### config.mk
export PLATFORM = sky130hd
export DESIGN_NAME = ram_arbiter
export DESIGN_NICKNAME = d
export VERILOG_FILES = /design/src/rtl/ram_arbiter.sv
export SDC_FILE = /design/constraint.sdc
export NUM_CORES = 1
export LEC_CHECK = 0
export CAP_MARGIN = 5
export CORE_MARGIN = 2
export CORE_UTILIZATION = 48
export CTS_BUF_LIST = sky130_fd_sc_hd__clkbuf_8
export CTS_CLUSTER_DIAMETER = 60
export DETAILED_ROUTE_END_ITERATION = 16
export PLACE_DENSITY = 0.79
export SLEW_MARGIN = 20
export SYNTH_ARGS = -nofsm -noshare
export SYNTH_HDL_FRONTEND = slang
export SYNTH_SLANG_ARGS = --single-unit
### constraint.sdc
create_clock -name clk -period 2.85 [get_ports clk]
set_clock_uncertainty 0.2 [all_clocks]
set_input_delay 0.285 -clock clk [delete_from_list [all_inputs] [get_ports clk]]
set_output_delay 0.285 -clock clk [all_outputs]
set_load 0.05 [all_outputs]
### src/rtl/ram_arbiter.sv
// ram_arbiter: shares one byte-wide RAM between an instruction fetch port and a data port, with starvation-bounded data priority.
module ram_arbiter #(
  parameter int STARVE_MAX = 4
) (
  input  logic        clk,
  input  logic        rst,
  input  logic        rdy_in,
  input  logic        if_req,
  input  logic [31:0] if_addr,
  input  logic        flush,
  output logic        if_ack,
  output logic [31:0] if_data,
  input  logic        d_req,
  input  logic        d_we,
  input  logic [1:0]  d_size,
  input  logic [31:0] d_addr,
  input  logic [31:0] d_wdata,
  output logic        d_ack,
  output logic [31:0] d_rdata,
  input  logic [7:0]  mem_din,
  output logic [7:0]  mem_dout,
  output logic [31:0] mem_a,
  output logic        mem_wr,
  output logic        busy
);
  typedef enum logic [1:0] {IDLE, RD, WR, DONE} state_t;
  localparam int SW = $clog2(STARVE_MAX + 1);
  state_t state;
  logic [SW-1:0] starve_cnt;
  logic [31:0] addr, wdata, rbuf, nbuf, wsh;
  logic [2:0] n, iss, cap;
  logic own_if, flushed, p1, p2, d_win, i_win, rd_done, d_wr;
  always_comb begin
    d_win = d_req && (starve_cnt < SW'(STARVE_MAX) || !if_req);
    i_win = !d_win && if_req && !flush;
    d_wr = d_win && d_we;
    nbuf = p2 ? rbuf | ({24'b0, mem_din} << {cap[1:0], 3'b000}) : rbuf;
    wsh = wdata >> {iss[1:0], 3'b000};
    rd_done = cap == n || (p2 && cap == n - 3'd1);
    busy = state != IDLE;
  end
  always_ff @(posedge clk) begin
    if (rst) begin
      state <= IDLE;
      starve_cnt <= '0;
      if_ack <= 1'b0;
      d_ack <= 1'b0;
      if_data <= '0;
      d_rdata <= '0;
      mem_a <= '0;
      mem_wr <= 1'b0;
      mem_dout <= '0;
      addr <= '0;
      wdata <= '0;
      rbuf <= '0;
      n <= '0;
      iss <= '0;
      cap <= '0;
      own_if <= 1'b0;
      flushed <= 1'b0;
      p1 <= 1'b0;
      p2 <= 1'b0;
    end else begin
      case (state)
        IDLE: if (rdy_in && (d_win || i_win)) begin
          state <= d_wr ? WR : RD;
          addr <= d_win ? d_addr : if_addr;
          n <= !d_win ? 3'd4 : d_size == 2'd0 ? 3'd1 : d_size == 2'd1 ? 3'd2 : 3'd4;
          wdata <= d_wdata;
          own_if <= !d_win;
          flushed <= 1'b0;
          iss <= 3'd1;
          cap <= '0;
          rbuf <= '0;
          p1 <= !d_wr;
          p2 <= 1'b0;
          mem_a <= d_win ? d_addr : if_addr;
          mem_wr <= d_wr;
          mem_dout <= d_wr ? d_wdata[7:0] : 8'h00;
          if (i_win) starve_cnt <= '0;
          else if (if_req && starve_cnt < SW'(STARVE_MAX)) starve_cnt <= starve_cnt + SW'(1);
        end
        RD: begin
          // p1: a fresh address is on the bus this cycle; p2: its byte is on mem_din
          p2 <= p1;
          rbuf <= nbuf;
          if (p2) cap <= cap + 3'd1;
          if (own_if && flush) flushed <= 1'b1;
          if (!rdy_in) p1 <= 1'b0;
          else if (rd_done) begin
            state <= DONE;
            p1 <= 1'b0;
            mem_a <= '0;
            if_ack <= own_if && !(flushed || flush);
            if_data <= own_if && !(flushed || flush) ? nbuf : '0;
            d_ack <= !own_if;
            d_rdata <= own_if ? '0 : nbuf;
          end else if (iss < n) begin
            mem_a <= addr + {29'b0, iss};
            iss <= iss + 3'd1;
            p1 <= 1'b1;
          end else begin
            mem_a <= '0;
            p1 <= 1'b0;
          end
        end
        WR: begin
          // a byte only counts as written in a cycle where rdy_in was high; after a stall it is re-driven
          if (!rdy_in) mem_wr <= 1'b0;
          else if (!mem_wr) mem_wr <= 1'b1;
          else if (iss < n) begin
            mem_a <= addr + {29'b0, iss};
            mem_dout <= wsh[7:0];
            iss <= iss + 3'd1;
          end else begin
            state <= DONE;
            mem_a <= '0;
            mem_dout <= '0;
            mem_wr <= 1'b0;
            d_ack <= 1'b1;
            d_rdata <= '0;
          end
        end
        default: begin
          state <= IDLE;
          if_ack <= 1'b0;
          d_ack <= 1'b0;
          if_data <= '0;
          d_rdata <= '0;
        end
      endcase
    end
  end
endmodule
==> metrics.yaml <==
p_seq_frac: 0.331
period_minus_slack_ns: 2.691
rsz0062_at_grt: "false"
power_density_mw_per_mm2: 828.5
synth_flop_cell: "dfxtp_1"
wl_um: 30940
nNetsFinal: 1604
cts_buffer_depth: 3
required_ns: 2.37
yosysMostFrequentCell: "dfxtp_1"
ys_warn_count: 0
synthTopCellsByCount: "dfxtp_1 (221), nor2_1 (193), a21oi_1 (149)"
max_stage_delay_ns: 0.39
port_buffers: 220
start_kind: "flip-flop"
syn-instance-count: 1292
end_kind: "output port"
slew_viol_final: 0
swShare: 0.4148
hold_viol: 0
avgRoutedWirePerCell_um: 17.38
start_util: 0.4875
crit_chain: "inv_1 > ha_1 > inv_1 > buf_4 > buf_4"
cts_max_level: 2
synth_cell_type_count: 62
layout.cells.non_filler: 1780
dr_total_vias: 10465
area_growth_pct: 31.16
ios: 221
first_pass_iters: 8
p_leak_nw: 4.820
yosysTopAreaCellShare: 0.4185
cts_setup_buffers: 0
drt_iter0_markers: 847
rr_endpoint: "if_data[28]"
final.setup.tns_ns: 0
core_area_sq_mm: 0.02169
n_antenna_cell: 0
p_sw_mw: 4.766
cp.buffers_inverters: 4
comb_power_share: 0.416
clk_pin_slew_ns: 0.06
slowest_stage: "dfxtp_1"
grt_pass1_vias: 10003
synth.top_cells.by_area: "dfxtp_1 (42%), a21oi_1 (7.1%), nor2_1 (6.9%)"
antenna_found_initial: 0
startpoint: "state[0]"
r2r_slack_ns: 0.20
synth_seq_cells: 221
critPathCapture: "busy"
hold_depth: 3
power_mw: 11.49
num_rows: 54
worstMarginPinSlew_ns: 0.6936
synth_nets: 1419
drv_cap: 0
avgSynthCellArea_sq_um: 8.183
ant_nets: 0
critPathTopFamily: "buffers and inverters"
gr-total-overflow: 0
drc: 0
grt_pass1_wl_um: 50980
synth-edff-count: 0
r2r_cells: 8
cts.sinks: 221
dieArea_sq_mm: 0.02323
clkPwrFrac: 0.252
grt_max_degree: 68
cts-buffers-inserted: 38
clockRootBuffer: "clkbuf_8"
hpwl_um: 21130
crit_type: "flip-flop to output port"
syn-cell-area_sq_mm: 0.01057
die_width_um: 152.4
die_h_um: 152.4
reg2reg_from: "n[1]"
clk-insertion-delay-late_ns: 0.54
critical_path.max_fanout: 32
crit_arrival_ns: 2.21
min_period_over_period: 0.9444
finalSetupViolCount: 0
hp-class: "input pin to flip-flop"
yosys.area.top_type: "dfxtp_1"
synth.yosys.seq_area_share: 0.4185
vias_per_cell: 5.879
grt_use_total: 0.2589
vdd_drop_max_uv: 486.5
routabilityCongestion: 0.9017
timing.fmax_ghz: 0.3716
synthArstFlopShare: 0
layout-drive-gt1-share: 0.08600
dp_cells: 1716
relSlewSlack: 0.5376
path_depth: 5
run_status: "complete, no violations"
cts_tree: "built"
p_int_mw: 6.723
-- cell usage in the layout (no fill, tap or decap), types with 9 or more instances in the layout --
cell / count
nand2_1: 89
dfxtp_1: 221
a211oi_1: 73
xnor2_1: 12
a32oi_1: 9
nor3_1: 52
mux2i_1: 34
clkdlybuf4s50_1: 218
nand4_1: 41
o31ai_1: 38
buf_4: 43
clkbuf_8: 48
nor4_1: 12
o31a_1: 12
or4_1: 36
a21oi_1: 149
nor2_1: 193
ha_1: 13
o21ai_0: 56
inv_1: 25
-- flip-flops by register name, indices dropped and copies added (netlist names), 2 cells and up --
register    flops
mem_a          32
addr           32
state           2
n               3
if_data        32
iss             3
starve_cnt      3
rbuf           32
d_rdata        32
mem_dout        8
wdata          32
cap             3
-- cells by family (layout without fill, tap and decap cells) --
| group | after synthesis | count (layout) | share of synthesized area |
|---|---|---|---|
| flops | 221 | 221 | 0.4185 |
| buf+inv | 143 | 351 | 0.05633 |
| compound gates | 379 | 379 | 0.2245 |
| simple gates | 473 | 473 | 0.2162 |
| mux | 42 | 42 | 0.04923 |
| xor+xnor | 20 | 20 | 0.01799 |
| fa+ha+maj | 14 | 14 | 0.01728 |
-- layout make-up --
class | count | area, sq um
fill | 1876 | 7821
multi-input combinational | 928 | 5589
sequential | 221 | 4424
timing repair buffer | 270 | 2666
clock buffer | 48 | 660.6
tap | 280 | 350.3
clock inverter | 15 | 108.9
inverter | 18 | 67.56
-- repair_timing --
item | CTS | global route
hold buffers | 1 | 0
gates resized for setup | 0 | 0
hold endpoints to repair | 7 | 0
-- metrics by stage --
stage / instance area [sq um] / hold WS [ns] / util / setup WS [ns]
2_1_floorplan: 10570 / 0.2210 / - / 0.1115
3_3_place_gp: 13090 / 0.2399 / 0.6034 / 0.2937
3_5_place_dp: 13090 / 0.2467 / 0.6034 / 0.2261
4_1_cts: 13870 / 0.09430 / 0.6394 / 0.1599
5_1_grt: 13870 / 0.1169 / 0.6394 / 0.04366
6_report: 13870 / 0.1100 / 0.6394 / 0.1586
-- per-layer routing --
layer / part of all wire / GRT usage / routed length, um / vias up
met5: 0 / 0 / 0 / -
met4: 0.019 / 0.07451 / 588 / 0
met3: 0.073 / 0.04920 / 2272 / 45
met2: 0.48 / 0.4402 / 14880 / 410
met1: 0.43 / 0.3371 / 13200 / 4923
li1: - / - / - / 5087
-- tightest hold or removal path: stages --
cell,delay (ns)
clkdlybuf4s50_1,0.40
nand2_1,0.05
a21oi_1,0.05
-- power groups by stage --
stage / registers (mW) / logic [mW] / clock network, mW
after floorplan: 4.48 / 2.58 / 0
after global placement: 3.85 / 4.65 / 0
after detailed placement: 3.87 / 4.72 / 0
after CTS: 3.80 / 4.74 / 2.95
after global routing: 3.86 / 5.17 / 3.10
final: 3.80 / 4.78 / 2.90
-- worst min path at each step --
stage / startpoint / to / slack, ns
after floorplan: d_wdata[0] / wdata[0] / 0.22
after global placement: wdata[6] / wdata[6] / 0.24
after detailed placement: wdata[14] / wdata[14] / 0.25
after CTS: d_wdata[17] / wdata[17] / 0.09
after global routing: d_wdata[9] / wdata[9] / 0.12
final: d_wdata[9] / wdata[9] / 0.11
Power figures use the tool's default switching activity.
